==> config.mk <==
export PLATFORM = sky130hd
export DESIGN_NAME = atm_account_core
export DESIGN_NICKNAME = d
export VERILOG_FILES = /design/src/rtl/atm_account_core.sv
export SDC_FILE = /design/constraint.sdc
export NUM_CORES = 1
export LEC_CHECK = 0
export BUFFER_PORTS_ARGS = -buffer_cell sky130_fd_sc_hd__buf_2
export CAP_MARGIN = 40
export CORE_ASPECT_RATIO = 0.8
export CORE_MARGIN = 3
export CORE_UTILIZATION = 55
export CTS_BUF_LIST = sky130_fd_sc_hd__clkbuf_8
export DETAILED_ROUTE_END_ITERATION = 10
export PLACE_DENSITY_LB_ADDON = 0.2
export SETUP_SLACK_MARGIN = 0.15
export SLEW_MARGIN = 30
export SYNTH_ARGS = -nofsm -noshare
export SYNTH_HDL_FRONTEND = slang
export SYNTH_SLANG_ARGS = --single-unit
==> constraint.sdc <==
create_clock -name clk -period 7.8 [get_ports clk]
set_input_delay 1.56 -clock clk [delete_from_list [all_inputs] [get_ports clk]]
set_output_delay 1.56 -clock clk [all_outputs]
set_load 0.03 [all_outputs]
==> src/rtl/atm_account_core.sv <==
// Account core for the ATM: 10-entry PIN/balance store, login check and the
// session FSM that runs balance, withdraw, deposit and PIN-change transactions.
//
// state          | meaning
// ---------------+---------------------------------------------------------
// WAITING        | idle, latch session account when acc_num is valid
// AUTHENTICATION | compare entered PIN against the session account
// MENU           | wait for an operation request (0-2 keep waiting)
// BALANCE        | report balance, flag success
// WITHDRAW       | subtract amount if covered by the balance
// DEPOSIT        | add amount unless the 32-bit balance would overflow
// CHANGE_PIN     | store new_pin for the session account
// EXIT           | never entered; code 7 in MENU returns to WAITING
module atm_account_core (
  input  logic        clk,
  input  logic        rst,
  input  logic [2:0]  operation,
  input  logic [3:0]  acc_num,
  input  logic [15:0] pin,
  input  logic [15:0] new_pin,
  input  logic [31:0] amount,
  output logic [31:0] balance,
  output logic        success,
  output logic [2:0]  state,
  output logic        acc_found,
  output logic        acc_auth
);

  localparam int NUM_ACCOUNTS = 10;

  typedef enum logic [2:0] {
    WAITING        = 3'd0,
    AUTHENTICATION = 3'd1,
    MENU           = 3'd2,
    BALANCE        = 3'd3,
    WITHDRAW       = 3'd4,
    DEPOSIT        = 3'd5,
    CHANGE_PIN     = 3'd6,
    EXIT           = 3'd7
  } state_e;

  state_e      state_q, state_d;
  logic [15:0] pin_db_q [NUM_ACCOUNTS];
  logic [31:0] bal_db_q [NUM_ACCOUNTS];
  logic [3:0]  sess_idx_q, sess_idx_d;
  logic [31:0] balance_q, balance_d;
  logic        success_q, success_d;

  logic [15:0] pin_acc, pin_sess;
  logic [31:0] bal_sess;
  logic [32:0] dep_sum;
  logic        bal_we, pin_we;
  logic [31:0] bal_wdata;

  // Explicit muxes keep out-of-range account numbers from indexing the arrays.
  always_comb begin
    pin_acc  = '0;
    pin_sess = '0;
    bal_sess = '0;
    for (int i = 0; i < NUM_ACCOUNTS; i++) begin
      if (acc_num == 4'(i)) pin_acc = pin_db_q[i];
      if (sess_idx_q == 4'(i)) begin
        pin_sess = pin_db_q[i];
        bal_sess = bal_db_q[i];
      end
    end
  end

  assign acc_found = (acc_num < 4'(NUM_ACCOUNTS));
  assign acc_auth  = acc_found && (pin == pin_acc);
  assign dep_sum   = {1'b0, bal_sess} + {1'b0, amount};

  always_ff @(posedge clk) begin
    if (!rst) state_q <= WAITING;
    else      state_q <= state_d;
  end

  always_comb begin
    state_d = state_q;
    case (state_q)
      WAITING:        if (acc_found) state_d = AUTHENTICATION;
      AUTHENTICATION: state_d = (pin == pin_sess) ? MENU : WAITING;
      MENU: begin
        case (operation)
          BALANCE, WITHDRAW, DEPOSIT, CHANGE_PIN: state_d = state_e'(operation);
          EXIT:                                   state_d = WAITING;
          default:                                state_d = MENU;
        endcase
      end
      default:        state_d = WAITING;
    endcase
  end

  always_comb begin
    sess_idx_d = sess_idx_q;
    success_d  = success_q;
    bal_we     = 1'b0;
    bal_wdata  = bal_sess;
    pin_we     = 1'b0;
    case (state_q)
      WAITING: begin
        if (acc_found) begin
          sess_idx_d = acc_num;
          success_d  = 1'b0;
        end
      end
      BALANCE: success_d = 1'b1;
      WITHDRAW: begin
        if (amount <= bal_sess) begin
          bal_we    = 1'b1;
          bal_wdata = bal_sess - amount;
          success_d = 1'b1;
        end else begin
          success_d = 1'b0;
        end
      end
      DEPOSIT: begin
        if (!dep_sum[32]) begin
          bal_we    = 1'b1;
          bal_wdata = dep_sum[31:0];
          success_d = 1'b1;
        end else begin
          success_d = 1'b0;
        end
      end
      CHANGE_PIN: begin
        pin_we    = 1'b1;
        success_d = 1'b1;
      end
      default: ;
    endcase
    // balance tracks the post-update value, so a write is visible immediately
    balance_d = bal_we ? bal_wdata : bal_sess;
  end

  always_ff @(posedge clk) begin
    if (!rst) begin
      for (int i = 0; i < NUM_ACCOUNTS; i++) begin
        pin_db_q[i] <= {4{4'(i)}};
        bal_db_q[i] <= 32'(1000 * (i + 1));
      end
      sess_idx_q <= '0;
      balance_q  <= '0;
      success_q  <= 1'b0;
    end else begin
      for (int i = 0; i < NUM_ACCOUNTS; i++) begin
        if (bal_we && (sess_idx_q == 4'(i))) bal_db_q[i] <= bal_wdata;
        if (pin_we && (sess_idx_q == 4'(i))) pin_db_q[i] <= new_pin;
      end
      sess_idx_q <= sess_idx_d;
      balance_q  <= balance_d;
      success_q  <= success_d;
    end
  end

  assign balance = balance_q;
  assign success = success_q;
  assign state   = state_q;

endmodule

Yosys cells after proc, flatten, opt, wreduce, memory -nomap -nowiden
Memory sizes are Yosys's and may differ from the RTL's.
Cells that the tools add are included.
- bits in registers: 40
- memory bits (writable): 480
- output and inout port bits: 38
- memories kept: 2
- memory list (memory ; depth ; width ; rd ports ; clocked after Yosys merged registers in ; write ports ; line ; RTL):
    bal_db_q ; 10 ; 32 ; 10 ; 0 ; 10 ; 44 ; logic [31:0] bal_db_q [NUM_ACCOUNTS];
    pin_db_q ; 10 ; 16 ; 10 ; 0 ; 10 ; 43 ; logic [15:0] pin_db_q [NUM_ACCOUNTS];
- add/sub/neg operators: 2
- order comparisons: 2
- equal/unequal tests: 32
- muxes and demuxes: 125
- bitwise gates (word level): 20
- reduce and logical (&&, ||, !) cells: 29
- operators with widths (operator ; count):
    2-to-1 mux 32 bit ; 23
    2-to-1 mux 16 bit ; 30
    2-to-1 mux 1 bit ; 65
    case mux 32 bit (2 select lines) ; 1
    adder 32 x 32 -> 33 bit ; 1
    == test 16 bit ; 2
    == test 4 x 3 -> 1 bit, second input constant ; 8
    less-or-equal comparator 32 bit ; 1
    subtractor 32 bit ; 1
    == test 3 bit, second input constant ; 7
    logical AND 1 bit ; 21
    bitwise OR 1 bit ; 20
    == test 4 x 2 -> 1 bit, second input constant ; 4
    == test 4 bit, second input constant ; 4
    == test 3 x 2 -> 1 bit, second input constant ; 3
    case mux 3 bit (3 select lines) ; 1
    == test 4 x 1 -> 1 bit, second input constant ; 2
    zero test 4 bit ; 2
    case mux 3 bit (2 select lines) ; 1
    < comparator 4 bit, second input constant ; 1
    case mux 1 bit (4 select lines) ; 1
    AND reduction 2 bit ; 2
    nonzero test 4 bit ; 1
    OR reduction 4 bit ; 1
    other kinds (7) ; 7

Longest topological paths before layout
- depth in word-level cells: 19
- mapped depth: 24
- depth with buffers taken out: 19

Worst setup path after synthesis
Ideal clock, no wire load.
- path type: reg-to-reg
- start point: register sess_idx_q[0]
- end point: memory bal_db_q[0][0], enable pin
- arrival: 6.326 ns
- data required time: 7.334 ns
- setup slack: 1.008 ns
- cell stages (with the launch flop): 22
- buffers on the path: 8
- period minus slack after synthesis: 6.792 ns
- cells stage by stage: dfxtp_1 > clkbuf_1 > buf_2 > and4bb_2 > clkbuf_1 > clkbuf_1 > a222oi_1 > nand3_1 > a221o_1 > ha_1 > clkbuf_1 > and3_1 > nor2b_1 > o311ai_2 > a31oi_1 > o31a_1 > a21o_1 > buf_2 > nor2_1 > buf_2 > clkbuf_1 > o21ai_0
- RTL lines (what ; line ; RTL):
    start: declaration ; 45 ; logic [3:0] sess_idx_q, sess_idx_d;
    start signal: assignment ; 150 ; sess_idx_q <= sess_idx_d;
    end: declaration ; 44 ;

Final worst setup path
- start point: input port acc_num[3]
- end point: output port acc_auth
- word-level cells in the longest chain between the ends: 13
- elaborated cells on any way between the ends: 23
- those cells by class: order compare (1); eq/ne (10); mux (10); reduce/logical (2)
- ends and longest elaborated chain (what ; line ; RTL):
    start: declaration ; 18 ; input logic [3:0] acc_num,
    zero test 4 bit ; 61 ; if (acc_num == 4'(i)) pin_acc = pin_db_q[i];
    2-to-1 mux 16 bit (10 in a row) ; 61 ;
    == test 16 bit ; 70 ; assign acc_auth = acc_found && (pin == pin_acc);
    logical AND 1 bit (*) ; 70 ;
    end: declaration ; 26 ; output logic acc_auth
Every way passes the cells marked *; elsewhere a longest branch is shown, timed or not.

==> results by group <==
Status
  • Status: finished, final reports clean

Clocking
  • Max clock buf depth: 3
  • Setup Buffers After CTS: 0
  • Clock H-tree levels: 3
  • Hold buffers post-CTS: 0
  • Clock Pin Slew Worst Setup and Hold Paths: 60 ps
  • CTS resizes: 0
  • Clock root buffer: clkbuf_8
  • Sink Count: 520
  • TritonCTS clock tree: built
  • Worst-skew pair later-pin latency: 700 ps
  • TritonCTS buffer count: 84

Final layout
  • Synthesis-to-finish area growth: 12.1%
  • Final non-filler cell total: 3,445
  • Fin util: 0.625
  • Fraction of layout cells with a size suffix above 1: 0.158
  • Final net count: between 2k and 3k

STA
  • Final Skew: 49.8 ps
  • Setup_tns: 0 ps
  • RSZ-0062 raised after global routing: no
  • Min setup slack post-route: 857 ps
  • Period Utilization, post-route: 0.890
  • Final setup vio count: 0
  • Rel. slew slack: 0.326
  • Least-Margin Pin Slew: 1010 ps
  • Clock period minus worst slack: a little under 7000 ps
  • Final Hold Vio Count: 0
  • Final Max Slew Viols: 0
  • Max Fclk: 144 MHz

Detailed routing
  • DR DRC count: 0
  • Detailed-route wire length on metal 1: 43,300 um
  • Routed len/inst: approximately 30 um
  • Drt pass-1 iters: 9
  • Met3 Routed Length: 18,400 um
  • Max Used Layer: met5
  • WL final: 103,000 um
  • Antenna Nets Post-Route: 0
  • DRT iter0 DRCs: 4,612
  • Vias per cell: 6.88
  • DR WL met2: 39,300 um
  • Total number of vias: 23.7k

Worst setup path
  • Crit Path Max Fanout: 25
  • Worst path arrival time: 5380 ps
  • CP Class: primary input to primary output
  • Startpoint Class: primary input
  • CP required: 6240 ps
  • Worst setup EP type: primary output

Die
  • I/O Pins: 111
  • Row count: between 70 and 80
  • Core Region: ~50,000 um2
  • Starting Density: 0.558
  • Die Span Y: around 210 um
  • Die Span X: between 200 and 300 um
  • Die area: 53,300 um2

Logic synthesis
  • Yosys Warn Count: 0
  • Cells after Synth: about 2.6k
  • Register area share after synthesis: 0.547
  • Mapped Avg Cell Area: about 11 um2
  • Net Count, Synth: 2,747
  • Seq cells post-synth: between 500 and 600
  • Cell variety after synth: 93
  • Mapped Area: 27,800 um2
  • Top_reg_cell synth: edfxtp_1
  • Fraction of registers with async set/reset: 0
  • EDFF count, synth: between 400 and 500

Power and ir drop
  • Internal: 0.00474 W
  • Combinational group share of total power: 0.226
  • Clk pwr share: 0.322
  • Peak supply drop: approximately 0.00015 V
  • Switching share of total power: 0.326
  • Power Density: 226 nW/um2
  • Switch Pwr: 0.00229 W
  • Leakage: 11.3 nW
  • Sequential power share: 0.451

GRT
  • GR Util All Layers: 0.378
  • GR Overflow Total: 0
  • First-pass GRT wire length: 149,000 um
  • Initial antenna violation count: 3
  • Number of global-route vias before repair: 21.9k
  • Largest net degree at the start of global routing: a little over 70

Placed design
  • Placer Congestion: 0.970
  • Post-DP HPWL: 70,900 um
  • Placement Setup Slack: roughly 1100 ps
  • Dpl cells: 3,290
  • PortBufs: 110

Flow run
  • MaxCap Viol Count: 0

Min path
  • Hold crit path type: register to register
==> metal layers <==
layer,vias to the layer above,GRT usage
li1,10052,-
met2,2027,0.478
met4,2,0.0832
met1,11431,0.592
met5,-,0
met3,192,0.163
==> final timing paths <==
path | from | to | slack, ps | depth (start not counted)
max | acc_num[3] | acc_auth | 860 | 11
min | state[0] | state[0] | 580 | 1
max reg2reg | sess_idx_q[0] | bal_db_q[9][6] | 1000 | 17
min reg2reg | state[0] | state[0] | 580 | 1
==> worst max-delay path, stage by stage <==
cell	delay (ps)
buf_2	580
nor2b_1	750
and2_1	460
nand2_1	260
o22ai_1	270
nor2_1	80
xor2_1	150
nor4_1	630
nand4_1	160
nor3_1	230
buf_2	250
==> cell type report <==
| class | instances | area [um2] |
|---|---|---|
| fill | 4052 | 18700 |
| inverter | 80 | 300 |
| tap | 675 | 845 |
| clock inverter | 56 | 262 |
| antenna | 1 | 2.50 |
| timing repair buffer | 231 | 1650 |
| multi-input combinational | 1786 | 11600 |
| sequential | 520 | 15200 |
| clock buffer | 96 | 1320 |
==> placed cells by master (no fill, tap or decap), types with 21 or more instances in the layout <==
cell	n
edfxtp_1	480
nor2_1	390
nand2_1	173
a21oi_1	168
and2_1	115
inv_1	114
buf_2	111
buf_4	104
o21ai_0	98
clkbuf_8	96
or3_1	69
ha_1	66
a222oi_1	65
a221o_1	40
o221ai_1	38
dfxtp_1	37
o22ai_1	35
a22oi_1	30
mux2i_1	28
nand3_1	23
nand2b_1	21
o31ai_1	21
==> per-stage QoR <==
| step | cell area [um2] | power [W] | hold slack [ps] |
|---|---|---|---|
| final | 31200 | 0.00703 | 583 |
| after global routing | 31200 | 0.00725 | 634 |
| after CTS | 31100 | 0.00696 | 580 |
| after detailed placement | 29600 | 0.00474 | 581 |
| after global placement | 29400 | 0.00473 | 550 |
| after floorplan | 27800 | 0.00420 | 636 |
==> synth_stat cells (17+ instances only) <==
cell type  count  area [um2]
edfxtp_1     480       14400
nor2_1       394        1480
nand2_1      173         649
a21oi_1      169         846
clkbuf_1     143         537
o21ai_0      118         591
and2_1       115         719
inv_1         79         297
or3_1         69         432
ha_1          66         826
a222oi_1      65         651
buf_2         46         230
a221o_1       40         400
dfxtp_1       40         801
o221ai_1      38         333
o22ai_1       35         219
a22oi_1       30         225
mux2i_1       28         280
nand3_1       24         120
nand2b_1      21         131
o31ai_1       21         158
a21o_1        20         150
a31oi_1       20         125
buf_4         19         143
xor2_1        19         166
nor2b_1       18         113
nor3_1        17        85.1
==> power by group through the flow <==
| stage | Clock, W | Combinational (W) | Sequential, W |
|---|---|---|---|
| 2_1_floorplan | 0 | 0.000931 | 0.00327 |
| 5_1_grt | 0.00239 | 0.00168 | 0.00318 |
| 3_5_place_dp | 0 | 0.00151 | 0.00323 |
| 4_1_cts | 0.00227 | 0.00152 | 0.00317 |
| 6_report | 0.00227 | 0.00159 | 0.00317 |
| 3_3_place_gp | 0 | 0.00151 | 0.00322 |
==> flip-flops by register name, indices dropped and copies added (netlist names) <==
name        flops
balance        32
state           3
bal_db_q      320
pin_db_q      160
sess_idx_q      4
success         1
==> kinds of logic after synthesis <==
kind of cell	count (synthesis)	synth area share
AO/OA/AOI/OAI	730	0.190
XOR/XNOR	34	0.0107
adder cells (fa/ha/maj)	68	0.0311
buffers and inverters	300	0.0465
flip-flops	520	0.547
multiplexers	48	0.0202
AND/OR/NAND/NOR	906	0.155
Power figures use the tool's default switching activity.
